===== src/rtl/ps2_rx_fifo_if.sv =====
// PS/2 receiver bus: raw PS/2 lines, CPU-side pop/clear controls and FIFO/status outputs.
// The master drives the PS/2 lines and CPU controls; the slave is the receiver.
interface ps2_rx_fifo_if #(
    parameter int unsigned DEPTH = 16
);
    localparam int unsigned LW = $clog2(DEPTH) + 1;

    logic          ps2_clk;
    logic          ps2_data;
    logic          rd_en;
    logic          err_clear;
    logic [7:0]    data;
    logic          valid;
    logic [LW-1:0] level;
    logic          overflow;
    logic          parity_err;
    logic          frame_err;
    logic          timeout_err;

    modport master (
        output ps2_clk, ps2_data, rd_en, err_clear,
        input  data, valid, level, overflow, parity_err, frame_err, timeout_err
    );

    modport slave (
        input  ps2_clk, ps2_data, rd_en, err_clear,
        output data, valid, level, overflow, parity_err, frame_err, timeout_err
    );
endinterface


===== src/rtl/ps2_rx_fifo.sv =====
// PS/2 device-to-host receiver with parity/stop/timeout checking and a
// first-word-fall-through FIFO of scan codes.
// Optional glitch filter on the synchronised lines: define PS2_GLITCH_FILTER_EN.
module ps2_rx_fifo #(
    parameter int unsigned DEPTH          = 16,
    parameter int unsigned SYNC_STAGES    = 3,
    parameter int unsigned TIMEOUT_CYCLES = 200000,
    parameter int unsigned FILTER_CYCLES  = 8
) (
    input logic           clk,
    input logic           rst,
    ps2_rx_fifo_if.slave  bus
);
    localparam int unsigned AW  = $clog2(DEPTH);
    localparam int unsigned LW  = AW + 1;
    localparam int unsigned WDW = $clog2(TIMEOUT_CYCLES + 1);

    // Elaboration-time parameter sanity checks.
    if (DEPTH < 2 || (DEPTH & (DEPTH - 1)) != 0) begin : g_bad_depth
        $error("DEPTH must be a power of 2 and >= 2");
    end
    if (SYNC_STAGES < 2) begin : g_bad_sync
        $error("SYNC_STAGES must be >= 2");
    end
    if (FILTER_CYCLES < 1) begin : g_bad_filter
        $error("FILTER_CYCLES must be >= 1");
    end

    // ------------------------------------------------------------------
    // Synchronisers
    // ------------------------------------------------------------------
    logic [SYNC_STAGES-1:0] clk_sync_q;
    logic [SYNC_STAGES-1:0] data_sync_q;

    // Shift raw lines through the synchroniser; reset to idle-high so no false edge.
    always_ff @(posedge clk) begin
        if (rst) begin
            clk_sync_q  <= '1;
            data_sync_q <= '1;
        end else begin
            clk_sync_q  <= {clk_sync_q[SYNC_STAGES-2:0], bus.ps2_clk};
            data_sync_q <= {data_sync_q[SYNC_STAGES-2:0], bus.ps2_data};
        end
    end

    logic line_clk;
    logic line_clk_prev;
    logic line_data;

`ifdef PS2_GLITCH_FILTER_EN
    localparam int unsigned FCW = $clog2(FILTER_CYCLES + 1);

    logic           clk_filt_q, clk_filt_d;
    logic           data_filt_q, data_filt_d;
    logic [FCW-1:0] clk_fcnt_q, clk_fcnt_d;
    logic [FCW-1:0] data_fcnt_q, data_fcnt_d;

    // Filtered value follows the synced line only after FILTER_CYCLES disagreeing cycles.
    always_comb begin
        clk_filt_d  = clk_filt_q;
        clk_fcnt_d  = '0;
        data_filt_d = data_filt_q;
        data_fcnt_d = '0;
        if (clk_sync_q[SYNC_STAGES-1] != clk_filt_q) begin
            if (clk_fcnt_q == FCW'(FILTER_CYCLES - 1)) begin
                clk_filt_d = clk_sync_q[SYNC_STAGES-1];
            end else begin
                clk_fcnt_d = clk_fcnt_q + 1'b1;
            end
        end
        if (data_sync_q[SYNC_STAGES-1] != data_filt_q) begin
            if (data_fcnt_q == FCW'(FILTER_CYCLES - 1)) begin
                data_filt_d = data_sync_q[SYNC_STAGES-1];
            end else begin
                data_fcnt_d = data_fcnt_q + 1'b1;
            end
        end
    end

    // Filter state registers; outputs reset to the idle-high level.
    always_ff @(posedge clk) begin
        if (rst) begin
            clk_filt_q  <= 1'b1;
            data_filt_q <= 1'b1;
            clk_fcnt_q  <= '0;
            data_fcnt_q <= '0;
        end else begin
            clk_filt_q  <= clk_filt_d;
            data_filt_q <= data_filt_d;
            clk_fcnt_q  <= clk_fcnt_d;
            data_fcnt_q <= data_fcnt_d;
        end
    end

    // Edge is seen in the cycle the filtered clock is about to fall.
    assign line_clk      = clk_filt_d;
    assign line_clk_prev = clk_filt_q;
    assign line_data     = data_filt_d;
`else
    assign line_clk      = clk_sync_q[SYNC_STAGES-2];
    assign line_clk_prev = clk_sync_q[SYNC_STAGES-1];
    assign line_data     = data_sync_q[SYNC_STAGES-1];
`endif

    logic strobe;
    assign strobe = line_clk_prev & ~line_clk;

    // ------------------------------------------------------------------
    // Frame decoder
    // ------------------------------------------------------------------
    typedef enum logic [1:0] {StIdle, StShift, StStop} state_e;

    state_e           state_q, state_d;
    logic [3:0]       bit_cnt_q, bit_cnt_d;
    logic [8:0]       shift_q, shift_d;     // {parity, data[7:0]} once complete
    logic [WDW-1:0]   wd_q, wd_d;
    logic             push;
    logic             set_parity;
    logic             set_frame;
    logic             set_timeout;

    // Next-state: frame sequencing, bit shifting and the mid-frame watchdog.
    always_comb begin
        state_d     = state_q;
        bit_cnt_d   = bit_cnt_q;
        shift_d     = shift_q;
        wd_d        = '0;
        push        = 1'b0;
        set_parity  = 1'b0;
        set_frame   = 1'b0;
        set_timeout = 1'b0;
        unique case (state_q)
            StIdle: begin
                if (strobe && !line_data) begin
                    state_d   = StShift;
                    bit_cnt_d = '0;
                end
            end
            StShift: begin
                if (strobe) begin
                    shift_d = {line_data, shift_q[8:1]};
                    if (bit_cnt_q == 4'd8) begin
                        state_d = StStop;
                    end else begin
                        bit_cnt_d = bit_cnt_q + 4'd1;
                    end
                end else if (wd_q == WDW'(TIMEOUT_CYCLES - 1)) begin
                    state_d     = StIdle;
                    set_timeout = 1'b1;
                end else begin
                    wd_d = wd_q + 1'b1;
                end
            end
            StStop: begin
                if (strobe) begin
                    state_d = StIdle;
                    if (line_data && ^shift_q) begin
                        push = 1'b1;
                    end else if (!line_data) begin
                        set_frame = 1'b1;
                    end else begin
                        set_parity = 1'b1;
                    end
                end else if (wd_q == WDW'(TIMEOUT_CYCLES - 1)) begin
                    state_d     = StIdle;
                    set_timeout = 1'b1;
                end else begin
                    wd_d = wd_q + 1'b1;
                end
            end
            default: state_d = StIdle;
        endcase
    end

    // Decoder state register; reset discards any partial frame.
    always_ff @(posedge clk) begin
        if (rst) begin
            state_q   <= StIdle;
            bit_cnt_q <= '0;
            shift_q   <= '0;
            wd_q      <= '0;
        end else begin
            state_q   <= state_d;
            bit_cnt_q <= bit_cnt_d;
            shift_q   <= shift_d;
            wd_q      <= wd_d;
        end
    end

    // ------------------------------------------------------------------
    // FIFO
    // ------------------------------------------------------------------
    logic [7:0]    mem_q [DEPTH];
    logic [AW-1:0] wptr_q;
    logic [AW-1:0] rptr_q;
    logic [LW-1:0] level_q;
    logic          pop;
    logic          full;
    logic          push_ok;
    logic          set_overflow;

    assign pop          = bus.rd_en & (level_q != '0);
    assign full         = (level_q == LW'(DEPTH));
    // A pop in the same cycle frees the slot, so a full FIFO still accepts the push.
    assign push_ok      = push & (~full | pop);
    assign set_overflow = push & full & ~pop;

    // Storage array; contents need no reset since level gates visibility.
    always_ff @(posedge clk) begin
        if (push_ok) begin
            mem_q[wptr_q] <= shift_q[7:0];
        end
    end

    // Pointers wrap naturally; level tracks occupancy independently.
    always_ff @(posedge clk) begin
        if (rst) begin
            wptr_q  <= '0;
            rptr_q  <= '0;
            level_q <= '0;
        end else begin
            if (push_ok) wptr_q <= wptr_q + 1'b1;
            if (pop)     rptr_q <= rptr_q + 1'b1;
            if (push_ok && !pop) begin
                level_q <= level_q + 1'b1;
            end else if (!push_ok && pop) begin
                level_q <= level_q - 1'b1;
            end
        end
    end

    // ------------------------------------------------------------------
    // Sticky error flags
    // ------------------------------------------------------------------
    logic overflow_q, parity_err_q, frame_err_q, timeout_err_q;

    // A new error wins over a simultaneous clear.
    always_ff @(posedge clk) begin
        if (rst) begin
            overflow_q    <= 1'b0;
            parity_err_q  <= 1'b0;
            frame_err_q   <= 1'b0;
            timeout_err_q <= 1'b0;
        end else begin
            overflow_q    <= (overflow_q    & ~bus.err_clear) | set_overflow;
            parity_err_q  <= (parity_err_q  & ~bus.err_clear) | set_parity;
            frame_err_q   <= (frame_err_q   & ~bus.err_clear) | set_frame;
            timeout_err_q <= (timeout_err_q & ~bus.err_clear) | set_timeout;
        end
    end

    assign bus.data        = mem_q[rptr_q];
    assign bus.valid       = (level_q != '0);
    assign bus.level       = level_q;
    assign bus.overflow    = overflow_q;
    assign bus.parity_err  = parity_err_q;
    assign bus.frame_err   = frame_err_q;
    assign bus.timeout_err = timeout_err_q;
endmodule


===== src/flat_wrapper.sv =====
// flat-port wrapper written by rule: the top's interface ports become plain ports
module ps2_rx_fifo_flat 
#(
    parameter int unsigned DEPTH          = 16,
    parameter int unsigned SYNC_STAGES    = 3,
    parameter int unsigned TIMEOUT_CYCLES = 200000,
    parameter int unsigned FILTER_CYCLES  = 8
)
  (clk, rst, bus_ps2_clk, bus_ps2_data, bus_rd_en, bus_err_clear, bus_data, bus_valid, bus_level, bus_overflow, bus_parity_err, bus_frame_err, bus_timeout_err);
  ps2_rx_fifo_if #(.DEPTH(DEPTH)) bus_i ();
  input logic clk;
  input logic rst;
  input wire logic [$bits(bus_i.ps2_clk)-1:0] bus_ps2_clk;
  input wire logic [$bits(bus_i.ps2_data)-1:0] bus_ps2_data;
  input wire logic [$bits(bus_i.rd_en)-1:0] bus_rd_en;
  input wire logic [$bits(bus_i.err_clear)-1:0] bus_err_clear;
  output wire logic [$bits(bus_i.data)-1:0] bus_data;
  output wire logic [$bits(bus_i.valid)-1:0] bus_valid;
  output wire logic [$bits(bus_i.level)-1:0] bus_level;
  output wire logic [$bits(bus_i.overflow)-1:0] bus_overflow;
  output wire logic [$bits(bus_i.parity_err)-1:0] bus_parity_err;
  output wire logic [$bits(bus_i.frame_err)-1:0] bus_frame_err;
  output wire logic [$bits(bus_i.timeout_err)-1:0] bus_timeout_err;
  assign bus_i.ps2_clk = bus_ps2_clk;
  assign bus_i.ps2_data = bus_ps2_data;
  assign bus_i.rd_en = bus_rd_en;
  assign bus_i.err_clear = bus_err_clear;
  assign bus_data = bus_i.data;
  assign bus_valid = bus_i.valid;
  assign bus_level = bus_i.level;
  assign bus_overflow = bus_i.overflow;
  assign bus_parity_err = bus_i.parity_err;
  assign bus_frame_err = bus_i.frame_err;
  assign bus_timeout_err = bus_i.timeout_err;
  ps2_rx_fifo #(.DEPTH(DEPTH), .SYNC_STAGES(SYNC_STAGES), .TIMEOUT_CYCLES(TIMEOUT_CYCLES), .FILTER_CYCLES(FILTER_CYCLES)) u_core (.clk(clk), .rst(rst), .bus(bus_i));
endmodule

===== config.mk =====
export PLATFORM = sky130hd
export DESIGN_NAME = ps2_rx_fifo_flat
export DESIGN_NICKNAME = d
export VERILOG_FILES = /design/src/rtl/ps2_rx_fifo_if.sv /design/src/rtl/ps2_rx_fifo.sv /design/src/flat_wrapper.sv
export SDC_FILE = /design/constraint.sdc
export NUM_CORES = 1
export LEC_CHECK = 0
export BUFFER_PORTS_ARGS = -buffer_cell sky130_fd_sc_hd__buf_4
export CORE_ASPECT_RATIO = 0.8
export CORE_UTILIZATION = 66
export DETAILED_ROUTE_END_ITERATION = 16
export PLACE_DENSITY = 0.94
export SETUP_SLACK_MARGIN = 0.02
export SYNTH_ARGS = -nofsm -noshare
export SYNTH_HDL_FRONTEND = slang
export SYNTH_SLANG_ARGS = --single-unit
export TNS_END_PERCENT = 1

===== constraint.sdc =====
create_clock -name clk -period 8.1 [get_ports clk]
set_input_delay 0.81 -clock clk [delete_from_list [all_inputs] [get_ports clk]]
set_output_delay 0.81 -clock clk [all_outputs]
set_load 0.02 [all_outputs]

* Yosys cells after proc, flatten, opt, wreduce, memory -nomap -nowiden *
Memory sizes are Yosys's and may differ from the RTL's. A register that Yosys moved wholly into a read port is not among the register bits.
Cells that the tools add are included.

cells by class
  mux-type cells = 30
  reduce and logical (&&, ||, !) cells = 17
  equality and inequality tests = 9
  bitwise logic cells = 19
  add/subtract/negate cells = 6

operators by type and width
  operator                                          number
  two-way mux 4 bit                                 5
  adder 18 x 1 -> 18 bit, second input constant     1
  == test 18 bit, second input constant             1
  two-way mux 1 bit                                 16
  adder 4 x 1 -> 4 bit, second input constant       3
  two-way mux 2 bit                                 5
  two-way mux 5 bit                                 2
  AND 1 bit                                         9
  parity 9 bit                                      1
  one-hot mux 4 bit (2 select lines)                1
  one-hot mux 2 bit (3 select lines)                1
  adder 5 x 1 -> 5 bit, second input constant       1
  == test 5 bit, second input constant              1
  NOT 1 bit                                         5
  OR 1 bit                                          5
  nonzero test 5 bit                                1
  subtractor 5 x 1 -> 5 bit, second input constant  1
  == test 4 bit, second input constant              1
  logical AND 1 bit                                 4
  != test 2 x 1 -> 1 bit, second input constant     2
  AND reduction 2 bit                               2
  AND reduction 4 bit                               1
  nonzero test 2 bit                                2
  OR reduction 4 bit                                1
  other kinds (7)                                   9

word-level totals
  word-level logic and storage cells = 95
  memories kept = 1
  register bits = 56
  bits in writable memories = 128

memories
  memory        words  bits a word  rd ports  clocked after Yosys merged registers in  wr ports  RTL line            text
  u_core.mem_q  16     8            1         1                                        1         ps2_rx_fifo.sv:193  logic [7:0] mem_q [DEPTH];

* Logic depth before layout (Yosys ltp) *
  depth in word-level cells = 10
  gate-level depth with buffers = 14
  gate-level depth less buffers = 14

* Least setup slack after synthesis *
No wires, ideal clock.

  kind = flip-flop to flip-flop
  from = reg u_core.shift_q[2]
  to = reg u_core.level_q[4], in the netlist u_core.bus.level[4]
  cell stages (with the launch flop) = 13
  data arrival time = 3.021 ns
  slack = 5.008 ns
  path buffers = 0
  clock period less this slack = 3.092 ns
  cells stage by stage = dfxtp_1 xor2_1 xnor3_1 mux2i_4 inv_2 ha_1 inv_1 fa_1 a21o_1 a21oi_1 xnor2_1 or3_1 a21oi_1

between the ends
  word-level cells in the longest chain between the ends = 9

ends and longest elaborated chain
  element                       RTL line            text
  start, declared               ps2_rx_fifo.sv:115  logic [8:0] shift_q, shift_d;
  start signal, assigned        ps2_rx_fifo.sv:185  shift_q <= shift_d;
  parity 9 bit (*)              ps2_rx_fifo.sv:157  if (line_data && ^shift_q) begin
  logical AND 1 bit (*)         ps2_rx_fifo.sv:157
  two-way mux 1 bit (*)         ps2_rx_fifo.sv:157
  two-way mux 1 bit (*)         ps2_rx_fifo.sv:155  if (strobe) begin
  two-way mux 1 bit (*)         ps2_rx_fifo.sv:132  unique case (state_q)
  AND 1 bit (*)                 ps2_rx_fifo.sv:205  assign push_ok = push & (~full | pop);
  via u_core.push_ok            ps2_rx_fifo.sv:199  logic push_ok;
  zero test 1 bit               ps2_rx_fifo.sv:226  end else if (!push_ok && pop) begin
  logical AND 1 bit             ps2_rx_fifo.sv:226
  nonzero test 2 bit (no line)  --
  end signal, assigned          ps2_rx_fifo.sv:225  level_q <= level_q + 1'b1;
  end signal, assigned          ps2_rx_fifo.sv:227  level_q <= level_q - 1'b1;
  end, declared                 ps2_rx_fifo.sv:196  logic [LW-1:0] level_q;

Mark *: on every way through the listed nets, which the timed path passes. The rest lies on a longest branch.
A chain may end at the register's enable or synchronous reset.

* Final worst setup path *
  from = reg u_core.shift_q[0]
  to = reg u_core.level_q[4], in the netlist u_core.bus.level[4]

The elaborated chain is that of the path after synthesis.

==> run summary <==
initial drt markers: 507
CTS resizes: 0
Site Rows: 34
Max Used Layer: met4
Cell Pwr Density: 280 nW/µm²
initial antenna violation count: 0
Netlist cell types: 51
met2 WL: 8380 µm
crit-path max FO: 18
final worst setup slack: 4.53 ns
IO Count: 24
async set-or-reset flop fraction in the synthesized netlist: 0%
die width: 122 µm
sequential fraction of the synthesis area: 66.2%
Reg clk slew, reported paths: 0.07 ns
number of vias in the routed layout: 4310
Post-CTS Setup Repair Bufs: 0
type of origin of the critical path: flop
Leakage: 2.94 nW
critical path data required time: 8.46 ns
status: finished, final reports clean
die area: 12000 µm²
TritonRoute pass-1 iters: 6
Synth Register Bits: 188
final period utilization: 44.1%
max_slew headroom: 20.7%
final hold violations: 0
number of max-cap violations: 0
Avg Inst Size Synth: 15.5 µm²
Placed Area: 7910 µm²
largest net degree at the start of global routing: 42
synth warn: 0
clock root cell: clkbuf_16
H-Tree Depth: 4
initial core utilization: 68.9%
Setup CP Type: reg2reg
met3 wire len: 1080 µm
final net count: 538
Setup TNS: 0 ns
post-layout minimum cycle time: 3.57 ns
first-pass GRT wire length: 24200 µm
WP data arrival: 3.93 ns
Slew Limit Fails: 0
M1 wire length: 6120 µm
Bufs on Longest Clock Path: 2
CTS Buf Count: 17
fin area: 8490 µm²
DP Cell Count: 640
routed len/inst: 23.9 µm
fill cell count: 586
Port Buffers: 23
Setup WS pre-CTS: 4.58 ns
DRC errors left: 0
All-Layer GR Usage: 29.1%
number of global-route vias before repair: 4302
post-detail-place hpwl: 9330 µm
Mapped Area: 7620 µm²
non-filler cells in the finished layout: 672
maximum VDD drop: 0.152 mV
Final setup viols: 0
CTS Hold Buffers Added: 0
CTS sink count: 188
total routed wirelength: 16000 µm
RSZ-0062 raised after global routing: no
worst skew pair latency: 0.43 ns
Hold Path Class: reg2reg
via/cell ratio: 6.41
Die Y: 98.1 µm
Primary FF master, synth: edfxtp_1
maximum clock rate: 280 MHz
Placeable Area: 11100 µm²
remaining global-route overflow: 0
share of layout cells above drive strength 1: 20.5%
Post-Synthesis Cells: 493
gp weighted congestion: 0.747
antenna cells: 0
worst slew pin tran: 1.19 ns
Routed Antenna Nets: 0
critical path endpoint category: flop
synthesized net count: 516
synthesis-to-layout area growth: 11.3%
CTS tree: done
skew final: 0.0125 ns
EDFF count, synth: 128
[cell families after synthesis]
logic type | share of synthesized area (%)
fa+ha+maj | 2.89
buf+inv | 1.95
compound gates | 2.66
xor+xnor | 3.94
simple gates | 8.68
mux | 13.7
flops | 66.2
[report_power, final]
part	internal, mW	total, mW	switching [mW]
clock	0.442	0.804	0.362
combinational	0.247	0.492	0.245
sequential	1.04	1.08	0.0444
[cell type report]
| class | instances | area (µm²) | share of cell area, % |
|---|---|---|---|
| Inverter | 15 | 56.3 | 0.664 |
| Multi-Input combinational cell | 269 | 2450 | 28.9 |
| Timing Repair Buffer | 24 | 180 | 2.12 |
| Tap cell | 144 | 180 | 2.12 |
| Clock buffer | 22 | 497 | 5.85 |
| Clock inverter | 10 | 75.1 | 0.885 |
| Sequential cell | 188 | 5050 | 59.5 |
[critical path, cell delays in order (launching register included)]
cell and delay (ns):
dfxtp_1 0.74, xor3_1 0.50, a211oi_1 0.32, mux2i_4 0.14, inv_2 0.16, ha_1 0.20
inv_1 0.11, fa_1 0.42, a21o_1 0.17, a21oi_1 0.17, xnor2_1 0.10, or3_1 0.31
a21oi_1 0.16
[flip-flops by register name (all words and copies together), names as in the netlist, 4 cells and up, named ones only]
| name | cells |
|---|---|
| u_core.shift_q | 9 |
| u_core.bit_cnt_q | 4 |
| u_core.rptr_q | 4 |
| u_core.wptr_q | 4 |
| u_core.mem_q | 128 |
| u_core.wd_q | 18 |
| u_core.bus.level | 5 |
[through the flow]
stage	power [mW]	utilization (%)	hold WS, ns
2_1_floorplan	1.46	-	0.389
3_3_place_gp	1.57	71.5	0.392
3_5_place_dp	1.59	71.5	0.396
4_1_cts	2.38	76.7	0.430
5_1_grt	2.46	76.7	0.434
6_report	2.38	76.7	0.433
[layout by cell type (no fill, tap or decap), drive strengths merged, types with 5 or more instances in the layout]
cell type | synthesis | routed
nand3 | 12 | 12
nor2 | 58 | 58
a21oi | 14 | 14
clkbuf | 12 | 22
nor3 | 6 | 6
ha | 16 | 16
or2 | 6 | 6
dfxtp | 60 | 60
inv | 15 | 21
o21ai | 6 | 6
buf | 9 | 24
mux2i | 12 | 12
mux4 | 40 | 40
nand2 | 20 | 20
edfxtp | 128 | 128
nand2b | 5 | 5
xnor2 | 10 | 10
xor2 | 19 | 19
nand4 | 6 | 6
[metal layers]
| metal | vias up | global-route usage (%) |
|---|---|---|
| met1 | 2148 | 35.0 |
| li1 | 1897 | - |
| met4 | 0 | 11.9 |
| met2 | 213 | 49.7 |
| met3 | 52 | 7.71 |
| met5 | - | 0 |
[cells in the mapped netlist (2+ instances only)]
| cell | number | area (µm²) |
|---|---|---|
| buf_2 | 5 | 25.0 |
| nor3_1 | 6 | 30.0 |
| nor2_1 | 58 | 218 |
| a21oi_1 | 14 | 70.1 |
| a211oi_1 | 2 | 15.0 |
| mux2i_1 | 11 | 110 |
| buf_1 | 3 | 11.3 |
| o21ai_0 | 5 | 25.0 |
| mux4_2 | 40 | 901 |
| and3_1 | 2 | 12.5 |
| nand2b_1 | 5 | 31.3 |
| nor2b_1 | 4 | 25.0 |
| ha_1 | 16 | 200 |
| or2_2 | 6 | 37.5 |
| xnor2_1 | 10 | 87.6 |
| nand4b_1 | 2 | 17.5 |
| a21o_1 | 3 | 22.5 |
| o211ai_1 | 2 | 15.0 |
| dfxtp_1 | 60 | 1200 |
| xor2_1 | 19 | 166 |
| clkbuf_1 | 12 | 45.0 |
| nand2_1 | 19 | 71.3 |
| inv_1 | 14 | 52.6 |
| edfxtp_1 | 128 | 3840 |
| nand4_1 | 6 | 37.5 |
| or3_1 | 4 | 25.0 |
| nand3_1 | 12 | 60.1 |
| and2_1 | 2 | 12.5 |
[worst paths after layout]
path / from / end / slack (ns) / depth (start not counted)
hold reg to reg: u_core.clk_sync_q[0]$_SDFF_PP1_ / u_core.clk_sync_q[1]$_SDFF_PP1_ / 0.43 / 1
setup / recovery: u_core.shift_q[0]$_SDFFE_PP0P_ / u_core.bus.level[4]$_SDFFE_PP0P_ / 4.53 / 12
setup reg to reg: u_core.shift_q[0]$_SDFFE_PP0P_ / u_core.bus.level[4]$_SDFFE_PP0P_ / 4.53 / 12
hold / removal: u_core.clk_sync_q[0]$_SDFF_PP1_ / u_core.clk_sync_q[1]$_SDFF_PP1_ / 0.43 / 1
Note: power is estimated with default switching activity, not from simulation.
